**src/rtl/rv_muldiv_if.sv**
```systemverilog
// Request/response bundle for the rv_muldiv iterative M-extension unit.
// master = requester/consumer side, slave = the arithmetic unit.
interface rv_muldiv_if #(
    parameter int unsigned XLEN = 32
);
    logic            in_valid;
    logic            in_ready;
    logic [2:0]      op;
    logic [XLEN-1:0] a;
    logic [XLEN-1:0] b;
    logic            out_valid;
    logic            out_ready;
    logic [XLEN-1:0] result;
    logic            busy;

    modport master (
        output in_valid, op, a, b, out_ready,
        input  in_ready, out_valid, result, busy
    );

    modport slave (
        input  in_valid, op, a, b, out_ready,
        output in_ready, out_valid, result, busy
    );
endinterface

```
**src/rtl/rv_muldiv.sv**
```systemverilog
// Iterative RISC-V M-extension multiply/divide unit, one bit per cycle (XLEN cycles per op).
// Define RV_MULDIV_DIV_EN to build the restoring divider; otherwise ops 100-111 return 0.
module rv_muldiv #(
    parameter int unsigned XLEN = 32
) (
    input logic        clk,
    input logic        rst,
    rv_muldiv_if.slave bus
);
    localparam int unsigned CntW = $clog2(XLEN);

    typedef enum logic [1:0] {StIdle, StCalc, StDone} state_e;

    state_e            state_q, state_d;
    logic [CntW-1:0]   cnt_q;
    logic [2:0]        op_q;
    logic              neg_q;
    logic [XLEN-1:0]   mcand_q;
    logic [2*XLEN-1:0] prod_q;
    logic [XLEN-1:0]   result_q;

    logic              accept;
    logic              last;
    logic              special;
    logic              a_sgn, b_sgn;
    logic              neg_d;
    logic [XLEN-1:0]   mag_a, mag_b;
    logic [XLEN-1:0]   special_res;
    logic [XLEN-1:0]   fin_res;

    assign accept = bus.in_valid && (state_q == StIdle);
    assign last   = (cnt_q == CntW'(XLEN - 1));

    // Operand signedness by funct3; MUL low half is sign-agnostic so it is treated as unsigned.
    always_comb begin
        a_sgn = 1'b0;
        b_sgn = 1'b0;
        case (bus.op)
            3'b001: begin
                a_sgn = 1'b1;
                b_sgn = 1'b1;
            end
            3'b010: a_sgn = 1'b1;
`ifdef RV_MULDIV_DIV_EN
            3'b100, 3'b110: begin
                a_sgn = 1'b1;
                b_sgn = 1'b1;
            end
`endif
            default: ;
        endcase
    end

    assign mag_a = (a_sgn && bus.a[XLEN-1]) ? -bus.a : bus.a;
    assign mag_b = (b_sgn && bus.b[XLEN-1]) ? -bus.b : bus.b;
    assign neg_d = (a_sgn && bus.a[XLEN-1]) ^ (b_sgn && bus.b[XLEN-1]);

`ifdef RV_MULDIV_DIV_EN
    logic div_zero, div_ovf;

    assign div_zero = (bus.b == '0);
    assign div_ovf  = !bus.op[0] && (bus.a == {1'b1, {(XLEN-1){1'b0}}}) && (bus.b == '1);
    assign special  = bus.op[2] && (div_zero || div_ovf);

    always_comb begin
        special_res = '0;
        if (div_zero) begin
            special_res = bus.op[1] ? bus.a : '1;
        end else begin
            special_res = bus.op[1] ? '0 : bus.a;
        end
    end
`else
    assign special     = bus.op[2];
    assign special_res = '0;
`endif

    // Right-shifting shift-add: high half accumulates, low half holds the multiplier bits.
    logic [XLEN:0]     mul_sum;
    logic [2*XLEN-1:0] prod_nxt;
    logic [2*XLEN-1:0] prod_sgn;
    logic [XLEN-1:0]   mul_res;

    assign mul_sum  = {1'b0, prod_q[2*XLEN-1:XLEN]} + (prod_q[0] ? {1'b0, mcand_q} : '0);
    assign prod_nxt = {mul_sum, prod_q[XLEN-1:1]};
    assign prod_sgn = neg_q ? -prod_nxt : prod_nxt;
    assign mul_res  = (op_q[1:0] == 2'b00) ? prod_sgn[XLEN-1:0] : prod_sgn[2*XLEN-1:XLEN];

`ifdef RV_MULDIV_DIV_EN
    logic [XLEN-1:0] quo_q, dvsr_q;
    logic [XLEN:0]   rem_q;
    logic            rneg_q;
    logic [XLEN:0]   rem_sh, rem_nxt;
    logic [XLEN-1:0] quo_nxt;
    logic            ge;
    logic [XLEN-1:0] div_res;
    logic            unused_div;

    assign rem_sh  = {rem_q[XLEN-1:0], quo_q[XLEN-1]};
    assign ge      = (rem_sh >= {1'b0, dvsr_q});
    assign rem_nxt = ge ? (rem_sh - {1'b0, dvsr_q}) : rem_sh;
    assign quo_nxt = {quo_q[XLEN-2:0], ge};

    // After a restore the remainder is below the divisor, so its top bit is always clear.
    assign unused_div = ^{rem_q[XLEN], rem_nxt[XLEN]};

    always_comb begin
        div_res = '0;
        if (op_q[1]) begin
            div_res = rneg_q ? -rem_nxt[XLEN-1:0] : rem_nxt[XLEN-1:0];
        end else begin
            div_res = neg_q ? -quo_nxt : quo_nxt;
        end
    end

    assign fin_res = op_q[2] ? div_res : mul_res;
`else
    logic unused_op;

    assign unused_op = op_q[2];
    assign fin_res   = mul_res;
`endif

    always_ff @(posedge clk) begin
        if (rst) begin
            state_q <= StIdle;
        end else begin
            state_q <= state_d;
        end
    end

    always_comb begin
        state_d = state_q;
        unique case (state_q)
            StIdle: if (bus.in_valid) state_d = special ? StDone : StCalc;
            StCalc: if (last) state_d = StDone;
            StDone: if (bus.out_ready) state_d = StIdle;
            default: state_d = StIdle;
        endcase
    end

    always_comb begin
        bus.in_ready  = 1'b0;
        bus.busy      = 1'b0;
        bus.out_valid = 1'b0;
        unique case (state_q)
            StIdle: bus.in_ready = 1'b1;
            StCalc: bus.busy = 1'b1;
            StDone: begin
                bus.busy      = 1'b1;
                bus.out_valid = 1'b1;
            end
            default: ;
        endcase
    end

    assign bus.result = result_q;

    always_ff @(posedge clk) begin
        if (rst) begin
            cnt_q    <= '0;
            result_q <= '0;
        end else begin
            unique case (state_q)
                StIdle: begin
                    if (accept) begin
                        op_q    <= bus.op;
                        neg_q   <= neg_d;
                        mcand_q <= mag_a;
                        prod_q  <= {{XLEN{1'b0}}, mag_b};
                        cnt_q   <= '0;
`ifdef RV_MULDIV_DIV_EN
                        quo_q   <= mag_a;
                        dvsr_q  <= mag_b;
                        rem_q   <= '0;
                        rneg_q  <= a_sgn && bus.a[XLEN-1];
`endif
                        if (special) result_q <= special_res;
                    end
                end
                StCalc: begin
                    prod_q <= prod_nxt;
`ifdef RV_MULDIV_DIV_EN
                    quo_q  <= quo_nxt;
                    rem_q  <= rem_nxt;
`endif
                    if (last) begin
                        result_q <= fin_res;
                        cnt_q    <= '0;
                    end else begin
                        cnt_q <= cnt_q + 1'b1;
                    end
                end
                default: ;
            endcase
        end
    end
endmodule

```
**src/flat_wrapper.sv**
```systemverilog
// flat-port wrapper written by rule: the top's interface ports become plain ports
module rv_muldiv_flat 
#(
    parameter int unsigned XLEN = 32
)
  (clk, rst, bus_in_valid, bus_op, bus_a, bus_b, bus_out_ready, bus_in_ready, bus_out_valid, bus_result, bus_busy);
  rv_muldiv_if #(.XLEN(XLEN)) bus_i ();
  input logic clk;
  input logic rst;
  input wire logic [$bits(bus_i.in_valid)-1:0] bus_in_valid;
  input wire logic [$bits(bus_i.op)-1:0] bus_op;
  input wire logic [$bits(bus_i.a)-1:0] bus_a;
  input wire logic [$bits(bus_i.b)-1:0] bus_b;
  input wire logic [$bits(bus_i.out_ready)-1:0] bus_out_ready;
  output wire logic [$bits(bus_i.in_ready)-1:0] bus_in_ready;
  output wire logic [$bits(bus_i.out_valid)-1:0] bus_out_valid;
  output wire logic [$bits(bus_i.result)-1:0] bus_result;
  output wire logic [$bits(bus_i.busy)-1:0] bus_busy;
  assign bus_i.in_valid = bus_in_valid;
  assign bus_i.op = bus_op;
  assign bus_i.a = bus_a;
  assign bus_i.b = bus_b;
  assign bus_i.out_ready = bus_out_ready;
  assign bus_in_ready = bus_i.in_ready;
  assign bus_out_valid = bus_i.out_valid;
  assign bus_result = bus_i.result;
  assign bus_busy = bus_i.busy;
  rv_muldiv #(.XLEN(XLEN)) u_core (.clk(clk), .rst(rst), .bus(bus_i));
endmodule
```
**config.mk**
```make
export PLATFORM = sky130hd
export DESIGN_NAME = rv_muldiv_flat
export DESIGN_NICKNAME = d
export VERILOG_FILES = /design/src/rtl/rv_muldiv_if.sv /design/src/rtl/rv_muldiv.sv /design/src/flat_wrapper.sv
export SDC_FILE = /design/constraint.sdc
export NUM_CORES = 1
export LEC_CHECK = 0
export CORE_UTILIZATION = 35
export CTS_CLUSTER_SIZE = 20
export DETAILED_ROUTE_END_ITERATION = 10
export GPL_ROUTABILITY_DRIVEN = 1
export SYNTH_ARGS = -nofsm -noshare
export SYNTH_HDL_FRONTEND = slang
export SYNTH_SLANG_ARGS = --single-unit
```
**constraint.sdc**
```tcl
create_clock -name clk -period 8.2 [get_ports clk]
set_input_delay 2.46 -clock clk [delete_from_list [all_inputs] [get_ports clk]]
set_output_delay 2.46 -clock clk [all_outputs]
set_load 0.005 [all_outputs]
```
Yosys cells after proc, flatten, opt, wreduce, memory -nomap -nowiden
Index checks and enable logic that the tools add are counted.
{ "word_totals": {"out_inout_bits": 35, "wordCells": 61, "input_bits": 71, "regBits": 138} }
{ "classes": {"reduce_logical": 13, "muxes": 24, "n_addsub": 5, "eq_ne": 10, "bitwise_logic": 2} }
{ "op_table": {"columns": ["operator", "n"], "rows": [
  ["$mux 32", 7],
  ["$mux 64", 2],
  ["$pmux 64 s2", 1],
  ["$neg 32->32", 2],
  ["$neg 64->64", 1],
  ["$pmux 32 s2", 1],
  ["$add 32x33->33", 1],
  ["$mux 5", 2],
  ["$pmux 5 s2", 1],
  ["$reduce_and 3->1", 3],
  ["$mux 2", 4],
  ["$ne 2x2->1 const B", 3],
  ["$pmux 2 s3", 1],
  ["$add 5x1->5 const B", 1],
  ["$eq 5x5->1 const B", 1],
  ["$mux 1", 5],
  ["$logic_not 2->1", 2],
  ["$ne 2x1->1 const B", 2],
  ["$reduce_and 4->1", 1],
  ["$reduce_or 2->1", 2],
  ["$eq 3x1->1 const B", 1],
  ["$eq 3x2->1 const B", 1],
  ["$logic_and 1x1->1", 3],
  ["$eq 2x1->1 const B", 1],
  ["5 further kinds", 5]
]} }

Logic depth before layout (Yosys ltp)
Gate-level depths: netlist (run 1).
{ "depth": {"depth_word": 7, "ltp_mapped": 17, "depth_no_buf": 14} }

Least setup slack after synthesis (run 1)
OpenSTA, ideal clock, no wires.
{ "synth_timing": {"kind": "input-to-reg", "start": "in rst", "end": "reg u_core.prod_q[0] (enable)", "required_ns": 7.713, "setup_time_ns": 0.487, "cell_stages": 3, "n_path_buf": 2, "t_arrival_ns": 5.537, "slack_ns": 2.177, "path_cell_list": "clkbuf_1 > clkbuf_1 > nor2_1"} }
{ "synth_between": {"elab_chain_cells": 2} }
{ "synth_rtl": {"columns": ["element", "line", "rtl"], "rows": [
  ["start: declaration", "flat_wrapper.sv:9", "input logic rst;"],
  ["$not 1->1 (no source line)", null, null],
  ["$reduce_and 3->1 (no source line)", null, null],
  ["end signal: assignment", "rv_muldiv.sv:170", "prod_q <= {{XLEN{1'b0}}, mag_b};"],
  ["end signal: assignment", "rv_muldiv.sv:182", "prod_q <= prod_nxt;"],
  ["end: declaration", "rv_muldiv.sv:19", "logic [2*XLEN-1:0] prod_q;"]
]} }
Every way passes these cells.
A chain may end at the register's enable or synchronous reset.

Worst setup path in the final report (run 1)
{ "layout_timing": {"start": "in bus_b[7]", "end": "reg u_core.prod_q[30], data pin"} }
{ "layout_between": {"elab_chain_cells": 4} }
{ "layout_rtl": {"columns": ["element", "line", "rtl"], "rows": [
  ["start: declaration", "flat_wrapper.sv:13", "input wire logic [$bits(bus_i.b)-1:0] bus_b;"],
  ["$neg 32->32", "rv_muldiv.sv:55", "assign mag_b = (b_sgn && bus.b[XLEN-1]) ? -bus.b : bus.b;"],
  ["$mux 32", "rv_muldiv.sv:55", null],
  ["$mux 64", "rv_muldiv.sv:166", "if (accept) begin"],
  ["$pmux 64 s2", "rv_muldiv.sv:164", "unique case (state_q)"]
]} }
Every way passes these cells. The select of a mux whose other input is x is not followed.

==> results.cfg, run 1 <==
[detailed_routing]
wire_per_inst_um = 17.2
drc_errors = 0
drt_iter0_drc = 630
drt_wl_total_um = 28200
drtPass1Iterations = 5
vias_per_cell = 5.43
vias = 8899
detail-route-antenna-nets = 0

[cells_and_area]
fin_nets = 1354
final_common_cell = nand2_1
finalNonFillerCells = 1639
antenna_cells = 0
multiInputGateArea_mm2 = 0.00619
seq_area_mm2 = 0.00375
area_growth_pct = 19.5
mostFrequentLayoutCells = 143 x nand2_1, 105 x clkdlybuf4s50_1, 101 x o21ai_0
fillers = 2891
final_area_mm2 = 0.0122
final_layout_size_suffix_gt1_share_pct = 5.58

[placement]
placed_cell_area_mm2 = 0.0116
port_buffers = 105
gp_congestion = 0.892
dp_hpwl_um = 21300
dp_cells = 1607

[clocking]
postCtsHoldBufs = 0
cts.clk_slew.worst_paths_ns = 0.06
clkSinkCount = 138
worstSkewPairLatency_ns = 0.43
cts-htree-levels = 4
cts_tree = built
numCtsBuffers = 17
cts_root_buffer = clkbuf_16
cts_setup_buffers = 0
cts_resized = 0
clock_path_buffers = 2

[synth]
yosysWarnings = 0
synth-seq-cells = 138
syn_nets = 1279
synth_top_area_cell = edfxtp_1
synth_flop_cell = edfxtp_1
syn-instance-count = 1167
netlist.area_leader.share_pct = 29.1
synth_area_mm2 = 0.0102
synth_cell_type_count = 82
avgSynthCellArea_um2 = 8.76
synth_edf_count = 99
synth_seq_area_share_pct = 36.7
synthTopCellsByArea = edfxtp_1 29%, dfxtp_1 7.6%, xnor2_1 6.3%
async_flop_share_pct = 0

[critical_path]
crit_start = bus_b[7]
cp_cell_sequence = clkdlybuf4s50_1, or4_1, nand2b_1, nor2_1, nand2_1, nor4_1, a21oi_1, xnor2_1, o21ai_0
r2r_cells = 14
endpoint_kind = flop
reg2reg_to = u_core.bus.result[30]$_SDFFE_PP0P_
setup.worst_path.class = in2reg
cp_slowest_stage_delay_ns = 0.87
cp_data_required_time_ns = 8.33
r2r-start = u_core.prod_q[0]$_DFFE_PP_
r2r_slack_ns = 3.08
cpMaxStageDelayCell = nor4_1
worstPathMaxFanout = 7
endpoint = u_core.prod_q[30]$_DFFE_PP_
worst-endpoint-arrival_ns = 5.33
startpoint_type = primary input

[floorplanning]
die-height_um = 173
io_pins = 106
die_area_mm2 = 0.0299
rows = 62
initial_core_util_pct = 35.6
coreArea_mm2 = 0.0287
fp.dieW_um = 173

[pwr]
leakage_nw = 4.24
vdd_ir_drop_max_uv = 136
powerDensity_mw_per_mm2 = 238

[hold_path]
min_path_type = reg2reg

[global_routing]
grt_max_degree = 91
grtUsageTotal_pct = 18.9
antenna_found_initial = 0
grt_pass1_wl_um = 45100
grt_pass1_vias = 8367
overflow = 0

[timing]
finalHoldViolations = 0
tightest_slew_ns = 1.21
fmax_mhz = 192
setup_viol_count_final = 0
skew_ns = 0.0136
rsz0062_at_grt = false
final.min_clock_period_ns = 5.20
finalSetupTns_ns = 0
drv_slew = 0
slew_headroom_pct = 19.5
fin_crit_sh_pct = 63.4

[job]
drv_cap = 0

[run_status]
outcome = complete, no violations
final cells by class:
class,count,share of cell area (%)
Multi-Input combinational cell,946,50.6
Sequential cell,138,30.7
Timing Repair Buffer,115,9.21
Clock buffer,24,4.38
Tap cell,384,3.93
Inverter,24,0.737
Clock inverter,8,0.420
power by group:
group | total [W] | internal, W | switching, W
Clock | 0.000766 | 0.000458 | 0.000308
Sequential | 0.000961 | 0.000886 | 0.0000757
Combinational | 0.00118 | 0.000440 | 0.000745
metal layers:
| metal | share of wire (%) | GRT usage [%] | vias up |
|---|---|---|---|
| met3 | 3.9 | 3.21 | 29 |
| met2 | 48 | 31.5 | 200 |
| met4 | 1.5 | 4.98 | 0 |
| li1 | - | - | 4454 |
| met5 | 0 | 0 | - |
| met1 | 46 | 25.4 | 4216 |
synthesized netlist by cell type (4+ instances only):
cell type  count
nor2_1        89
nand4_1        8
xor2_1        63
nor4_1        10
nand3_1       23
o21ai_1        6
or4_1         15
or3_1          7
clkbuf_1      53
nor2b_1        5
o21a_1         5
dfxtp_1       39
o21bai_1       4
buf_1          4
edfxtp_1      99
ha_1          40
nand2_1      143
o41ai_1       15
nand2b_1       8
and4_1         7
a21o_1         9
nor3_1        30
and2_1        55
a32o_1         4
o31ai_1       26
inv_1         23
o221ai_1       9
nand3b_1       4
xnor2_1       73
a211oi_1      10
a21oi_1       66
o21ai_0      101
a22o_1         4
or2_2          6
and3b_1        4
a22oi_1        8
and3_1         6
a31oi_1        8
o211ai_1      14
worst max-delay path: cells and delay by family:
family | cells | cell delay (ns)
simple gates | 5 | 1.88
buf+inv | 1 | 0.48
compound gates | 2 | 0.32
xor+xnor | 1 | 0.20
worst min path at each step:
stage / start / end / cells past startpoint
detailed placement: u_core.bus.result[5]$_SDFFE_PP0P_ / u_core.bus.result[5]$_SDFFE_PP0P_ / 2
finish: u_core.bus.result[5]$_SDFFE_PP0P_ / u_core.bus.result[5]$_SDFFE_PP0P_ / 2
floorplan: u_core.cnt_q[3]$_SDFFE_PP0P_ / u_core.cnt_q[3]$_SDFFE_PP0P_ / 2
CTS: u_core.bus.result[5]$_SDFFE_PP0P_ / u_core.bus.result[5]$_SDFFE_PP0P_ / 2
global placement: u_core.bus.result[10]$_SDFFE_PP0P_ / u_core.bus.result[10]$_SDFFE_PP0P_ / 2
global route: u_core.bus.result[8]$_SDFFE_PP0P_ / u_core.bus.result[8]$_SDFFE_PP0P_ / 2
stage by stage:
step | setup WS [ns] | total power (W) | util [%] | hold WS, ns
5_1_grt | 2.66 | 0.00308 | 42.6 | 0.476
3_5_place_dp | 2.58 | 0.00216 | 40.5 | 0.450
2_1_floorplan | 2.18 | 0.00179 | - | 0.436
3_3_place_gp | 2.64 | 0.00214 | 40.5 | 0.440
6_report | 3.00 | 0.00291 | 42.6 | 0.452
4_1_cts | 3.02 | 0.00293 | 42.6 | 0.456
flip-flops by register name (all words and copies together), names as in the netlist:
signal and cells:
u_core.bus.result 32, u_core.cnt_q 5, u_core.mcand_q 32, u_core.neg_q 1, u_core.op_q 2, u_core.prod_q 64, u_core.state_q 2
cells by family after synthesis:
| group | count (synthesis) | synth area share, % |
|---|---|---|
| xor gates and xnor gates | 136 | 11.6 |
| muxes | 5 | 0.624 |
| and+or+nand+nor | 443 | 22.6 |
| DFF | 138 | 36.7 |
| AOI/OAI and AO/OA | 321 | 20.2 |
| buffers and inverters | 83 | 3.07 |
| adders and majority gates | 41 | 5.09 |
Note: power is estimated with default switching activity, not from simulation.
==> inputs of run 2 (changes only) <==
==> constraint.sdc (replaced) <==
create_clock -name clk -period 5.1 [get_ports clk]
set_input_delay 1.53 -clock clk [delete_from_list [all_inputs] [get_ports clk]]
set_output_delay 1.53 -clock clk [all_outputs]
set_load 0.005 [all_outputs]
==> results.cfg, run 2 (synthesis gave the netlist of run 1 again) <==
[pwr]
vdd_ir_drop_max_uv = 260
leakage_nw = 4.28
power_w = 0.00468
powerDensity_mw_per_mm2 = 381

[critical_path]
r2r_cells = 14
worst-endpoint-arrival_ns = 4.94
cp_data_required_time_ns = 5.43
startpoint_type = flop
r2r-start = u_core.mcand_q[0]$_DFFE_PP_
endpoint_kind = flop
setup.worst_path.class = reg2reg
reg2reg_to = u_core.bus.result[17]$_SDFFE_PP0P_
worstPathMaxFanout = 6
r2r_slack_ns = 0.49

[detailed_routing]
drt_iter0_drc = 745
drt_wl_total_um = 28400
drc_errors = 0
vias_per_cell = 5.51
wire_per_inst_um = 17.2
drtPass1Iterations = 6
vias = 9075
detail-route-antenna-nets = 0

[global_routing]
grt_max_degree = 66
grtUsageTotal_pct = 19.0
grt_pass1_wl_um = 45600
overflow = 0
grt_pass1_vias = 8550
antenna_found_initial = 0

[floorplanning]
rows = 62
fp.dieW_um = 173
initial_core_util_pct = 35.6
die_area_mm2 = 0.0299
coreArea_mm2 = 0.0287
io_pins = 106
die-height_um = 173

[placement]
gp_congestion = 0.888
dp_hpwl_um = 21400
placed_cell_area_mm2 = 0.0117
port_buffers = 105

[cells_and_area]
antenna_cells = 0
area_growth_pct = 20.0
final_common_cell = nand2_1
fin_nets = 1364
top_register = u_core.prod_q
final_area_mm2 = 0.0123
mostFrequentLayoutCells = 143 x nand2_1, 105 x clkdlybuf4s50_1, 101 x o21ai_0
largest_reg_flops = 64
final_layout_size_suffix_gt1_share_pct = 5.93

[clocking]
numCtsBuffers = 17
cts_setup_buffers = 0
postCtsHoldBufs = 0
cts_tree = built
cts_resized = 0
cts-htree-levels = 4
cts_root_buffer = clkbuf_16
worstSkewPairLatency_ns = 0.43
clock_path_buffers = 2
cts.clk_slew.worst_paths_ns = 0.06
clkSinkCount = 138

[hold_path]
min_to = u_core.bus.result[16]$_SDFFE_PP0P_
hp-start = u_core.bus.result[16]$_SDFFE_PP0P_
whs_path_depth = 2
min_path_type = reg2reg

[run_status]
outcome = complete, no violations

[timing]
fmax_mhz = 217
rsz0062_at_grt = false
skew_ns = 0.0112
fin_crit_sh_pct = 90.4
drv_slew = 0
final.min_clock_period_ns = 4.61
finalHoldViolations = 0
tightest_slew_ns = 1.34
finalSetupTns_ns = 0
setup_viol_count_final = 0
slew_headroom_pct = 10.6

[job]
drv_cap = 0
run 2: per-layer routing:
metal	share of wire [%]	up-vias	GRT usage, %
met5	0	-	0
met4	2.4	0	7.15
met3	4.2	51	2.84
met2	47	239	31.0
met1	46	4321	25.6
li1	-	4464	-
run 2: power breakdown:
group / leakage [nW] / internal (W) / switching [W]
Sequential: 1.25 / 0.00142 / 0.000116
Clock: 0.275 / 0.000730 / 0.000472
Combinational: 2.75 / 0.000727 / 0.00121
Total: 4.28 / 0.00288 / 0.00180
run 2: worst max path at each step:
stage,from,to,slack [ns],depth (start not counted)
finish,u_core.mcand_q[0]$_DFFE_PP_,u_core.bus.result[17]$_SDFFE_PP0P_,0.49,14
global route,u_core.prod_q[0]$_DFFE_PP_,u_core.bus.result[30]$_SDFFE_PP0P_,0.16,14
CTS,u_core.mcand_q[0]$_DFFE_PP_,u_core.bus.result[17]$_SDFFE_PP0P_,0.52,14
detailed placement,bus_a[2],u_core.mcand_q[30]$_DFFE_PP_,0.40,9
global placement,bus_a[2],u_core.mcand_q[30]$_DFFE_PP_,0.44,9
floorplan,rst,u_core.prod_q[0]$_DFFE_PP_,0.007,3
run 2: stage by stage:
| step | std cells | hold slack, ns | util [%] | setup slack, ns |
|---|---|---|---|---|
| final | 1648 | 0.453 | 42.8 | 0.491 |
| after global routing | 1648 | 0.478 | 42.8 | 0.164 |
| after CTS | 1648 | 0.458 | 42.8 | 0.523 |
| after detailed placement | 1617 | 0.451 | 40.8 | 0.397 |
| after global placement | 1617 | 0.444 | 40.8 | 0.439 |
| after floorplan | 1167 | 0.436 | - | 0.00656 |
run 2: cell type report:
cell class / count / area (um^2)
Clock buffer: 30 / 557
Multi-Input combinational cell: 946 / 6190
Timing Repair Buffer: 125 / 1200
Tap cell: 384 / 480
Sequential cell: 138 / 3750
Fill cell: 2853 / 16400
Inverter: 24 / 90.1
Clock inverter: 1 / 5.00
run 2: worst max-delay path: stages (launching register included):
cell      delay (ns)
edfxtp_1        0.41
and2_1          0.18
ha_1            0.23
fa_1            0.43
a211oi_1        0.45
o21ai_0         0.41
and3b_1         0.33
nor3_1          0.29
o211ai_1        0.21
or2_2           0.38
or3b_2          0.50
o31ai_1         0.26
xor2_1          0.17
o21ai_1         0.07
a22o_1          0.18
==> inputs of run 3 (changes only) <==
--- a/config.mk
+++ b/config.mk
@@ -9,6 +9,7 @@
 export CTS_CLUSTER_SIZE = 20
 export DETAILED_ROUTE_END_ITERATION = 10
 export GPL_ROUTABILITY_DRIVEN = 1
+export GPL_TIMING_DRIVEN = 0
 export SYNTH_ARGS = -nofsm -noshare
 export SYNTH_HDL_FRONTEND = slang
 export SYNTH_SLANG_ARGS = --single-unit
==> results.cfg, run 3 (synthesis gave the netlist of run 1 again) <==
[cells_and_area]
fin_util_pct = 43.2
area_growth_pct = 21.3
antenna_cells = 0
top_register = u_core.prod_q
mostFrequentLayoutCells = 143 x nand2_1, 104 x clkdlybuf4s50_1, 100 x o21ai_0
finalNonFillerCells = 1690
final_common_cell = nand2_1
largest_reg_flops = 64
fin_nets = 1405
final_layout_size_suffix_gt1_share_pct = 5.28

[critical_path]
crit_top_cell = nor3_1
startpoint_type = flop
cpMaxStageDelayCell = edfxtp_1
endpoint_kind = flop
setup.worst_path.class = reg2reg
cp_cell_sequence = clkbuf_1, and2_1, ha_1, fa_1, xor2_1, a2111oi_0, o22ai_1, nor3_1, nand4b_1, nor3_1, nand4_1, o21ai_0, xnor2_1, nand2_1, a32o_1
worstPathMaxFanout = 10
cp_slowest_stage_delay_ns = 0.51
worst-endpoint-arrival_ns = 5.10
cp_data_required_time_ns = 5.43

[global_routing]
grt_pass1_vias = 8789
antenna_found_initial = 1
grtUsageTotal_pct = 20.2
overflow = 0
grt_pass1_wl_um = 47700
grt_max_degree = 33

[timing]
finalHoldViolations = 0
tightest_slew_ns = 1.25
rsz0062_at_grt = false
whs_ns = 0.458
drv_slew = 0
skew_ns = 0.0112
slew_headroom_pct = 15.7
fin_crit_sh_pct = 93.5
fmax_mhz = 210
final.min_clock_period_ns = 4.77
setup_viol_count_final = 0

[floorplanning]
die_area_mm2 = 0.0299
coreArea_mm2 = 0.0287
io_pins = 106
die-height_um = 173
rows = 62
fp.dieW_um = 173
initial_core_util_pct = 35.6

[pwr]
internal-power_w = 0.00282
p_seq_share_pct = 32.7
clkPwrFrac_pct = 25.3
vdd_ir_drop_max_uv = 230
power_w = 0.00469
sw_frac_of_total_pct = 39.8
powerDensity_mw_per_mm2 = 378
p_sw_w = 0.00187
p_comb_share_pct = 42.0
leakage_nw = 4.29

[placement]
dp_hpwl_um = 23500
port_buffers = 104
dp_cells = 1658
gp_congestion = 0.896

[detailed_routing]
wire_per_inst_um = 17.8
drc_errors = 0
route.met3.wl_um = 1450
met2_length_um = 14000
drtPass1Iterations = 6
detail-route-antenna-nets = 0
drt_wl_total_um = 30100
top_layer = met4
drt_iter0_drc = 763
vias_per_cell = 5.47
wirelength_met1_um = 14000
vias = 9251

[run_status]
outcome = complete, no violations

[hold_path]
min_path_type = reg2reg

[clocking]
numCtsBuffers = 17
cts.clk_slew.worst_paths_ns = 0.06
cts-htree-levels = 4
cts_root_buffer = clkbuf_16
clock_path_buffers = 2
worstSkewPairLatency_ns = 0.44
clkSinkCount = 138
cts_tree = built

[job]
drv_cap = 0
==> run 3: layout make-up <==
cell class / count / area [um^2]
Buffer: 59 / 226
Clock buffer: 22 / 488
Clock inverter: 10 / 62.6
Fill cell: 2902 / 16300
Inverter: 24 / 90.1
Multi-Input combinational cell: 946 / 6200
Sequential cell: 138 / 3750
Tap cell: 384 / 480
Timing Repair Buffer: 107 / 1100
==> run 3: worst paths after layout <==
kind / slack (ns) / cells after the start / startpoint / to
setup / recovery: 0.33 / 15 / u_core.prod_q[0]$_DFFE_PP_ / u_core.bus.result[23]$_SDFFE_PP0P_
setup reg to reg: 0.33 / 15 / u_core.prod_q[0]$_DFFE_PP_ / u_core.bus.result[23]$_SDFFE_PP0P_
hold reg to reg: 0.46 / 2 / u_core.bus.result[8]$_SDFFE_PP0P_ / u_core.bus.result[8]$_SDFFE_PP0P_
hold / removal: 0.46 / 2 / u_core.bus.result[8]$_SDFFE_PP0P_ / u_core.bus.result[8]$_SDFFE_PP0P_
==> run 3: routing by layer <==
metal / track usage [%] / vias to the layer above
li1: - / 4560
met1: 27.5 / 4396
met3: 3.14 / 43
met4: 6.67 / 0
met5: 0 / -
met2: 32.7 / 252
==> run 3: power by group through the flow <==
stage          Sequential [W]  Combinational [W]  Clock [W]
4_1_cts               0.00154            0.00196    0.00120
2_1_floorplan         0.00153            0.00134          0
6_report              0.00153            0.00197    0.00119
3_5_place_dp          0.00156            0.00195          0
5_1_grt               0.00155            0.00217    0.00124
3_3_place_gp          0.00158            0.00191          0
==> run 3: timing repair <==
action,4_1_cts,5_1_grt
buffers inserted,0,0
resized for setup,0,7
hold buffers,0,0
setup endpoints to repair,0,13
==> run 3: critical path, delay by kind of cell, from the launching register on <==
kind / cells / cell delay (ns)
AOI/OAI and AO/OA: 4 / 1.15
xor gates and xnor gates: 2 / 0.41
adders and majority gates: 2 / 0.71
buffers and inverters: 1 / 0.22
DFF: 1 / 0.51
and+or+nand+nor: 6 / 1.66
==> run 3: metrics by stage <==
| step | instance area, um^2 | worst slack, ns | setup TNS, ns |
|---|---|---|---|
| global route | 12400 | 0.0489 | 0 |
| finish | 12400 | 0.333 | 0 |
| detailed placement | 11800 | 0.139 | 0 |
| global placement | 11800 | -2.35 | -152.03 |
| CTS | 12400 | 0.0969 | 0 |
| floorplan | 10200 | 0.00656 | 0 |
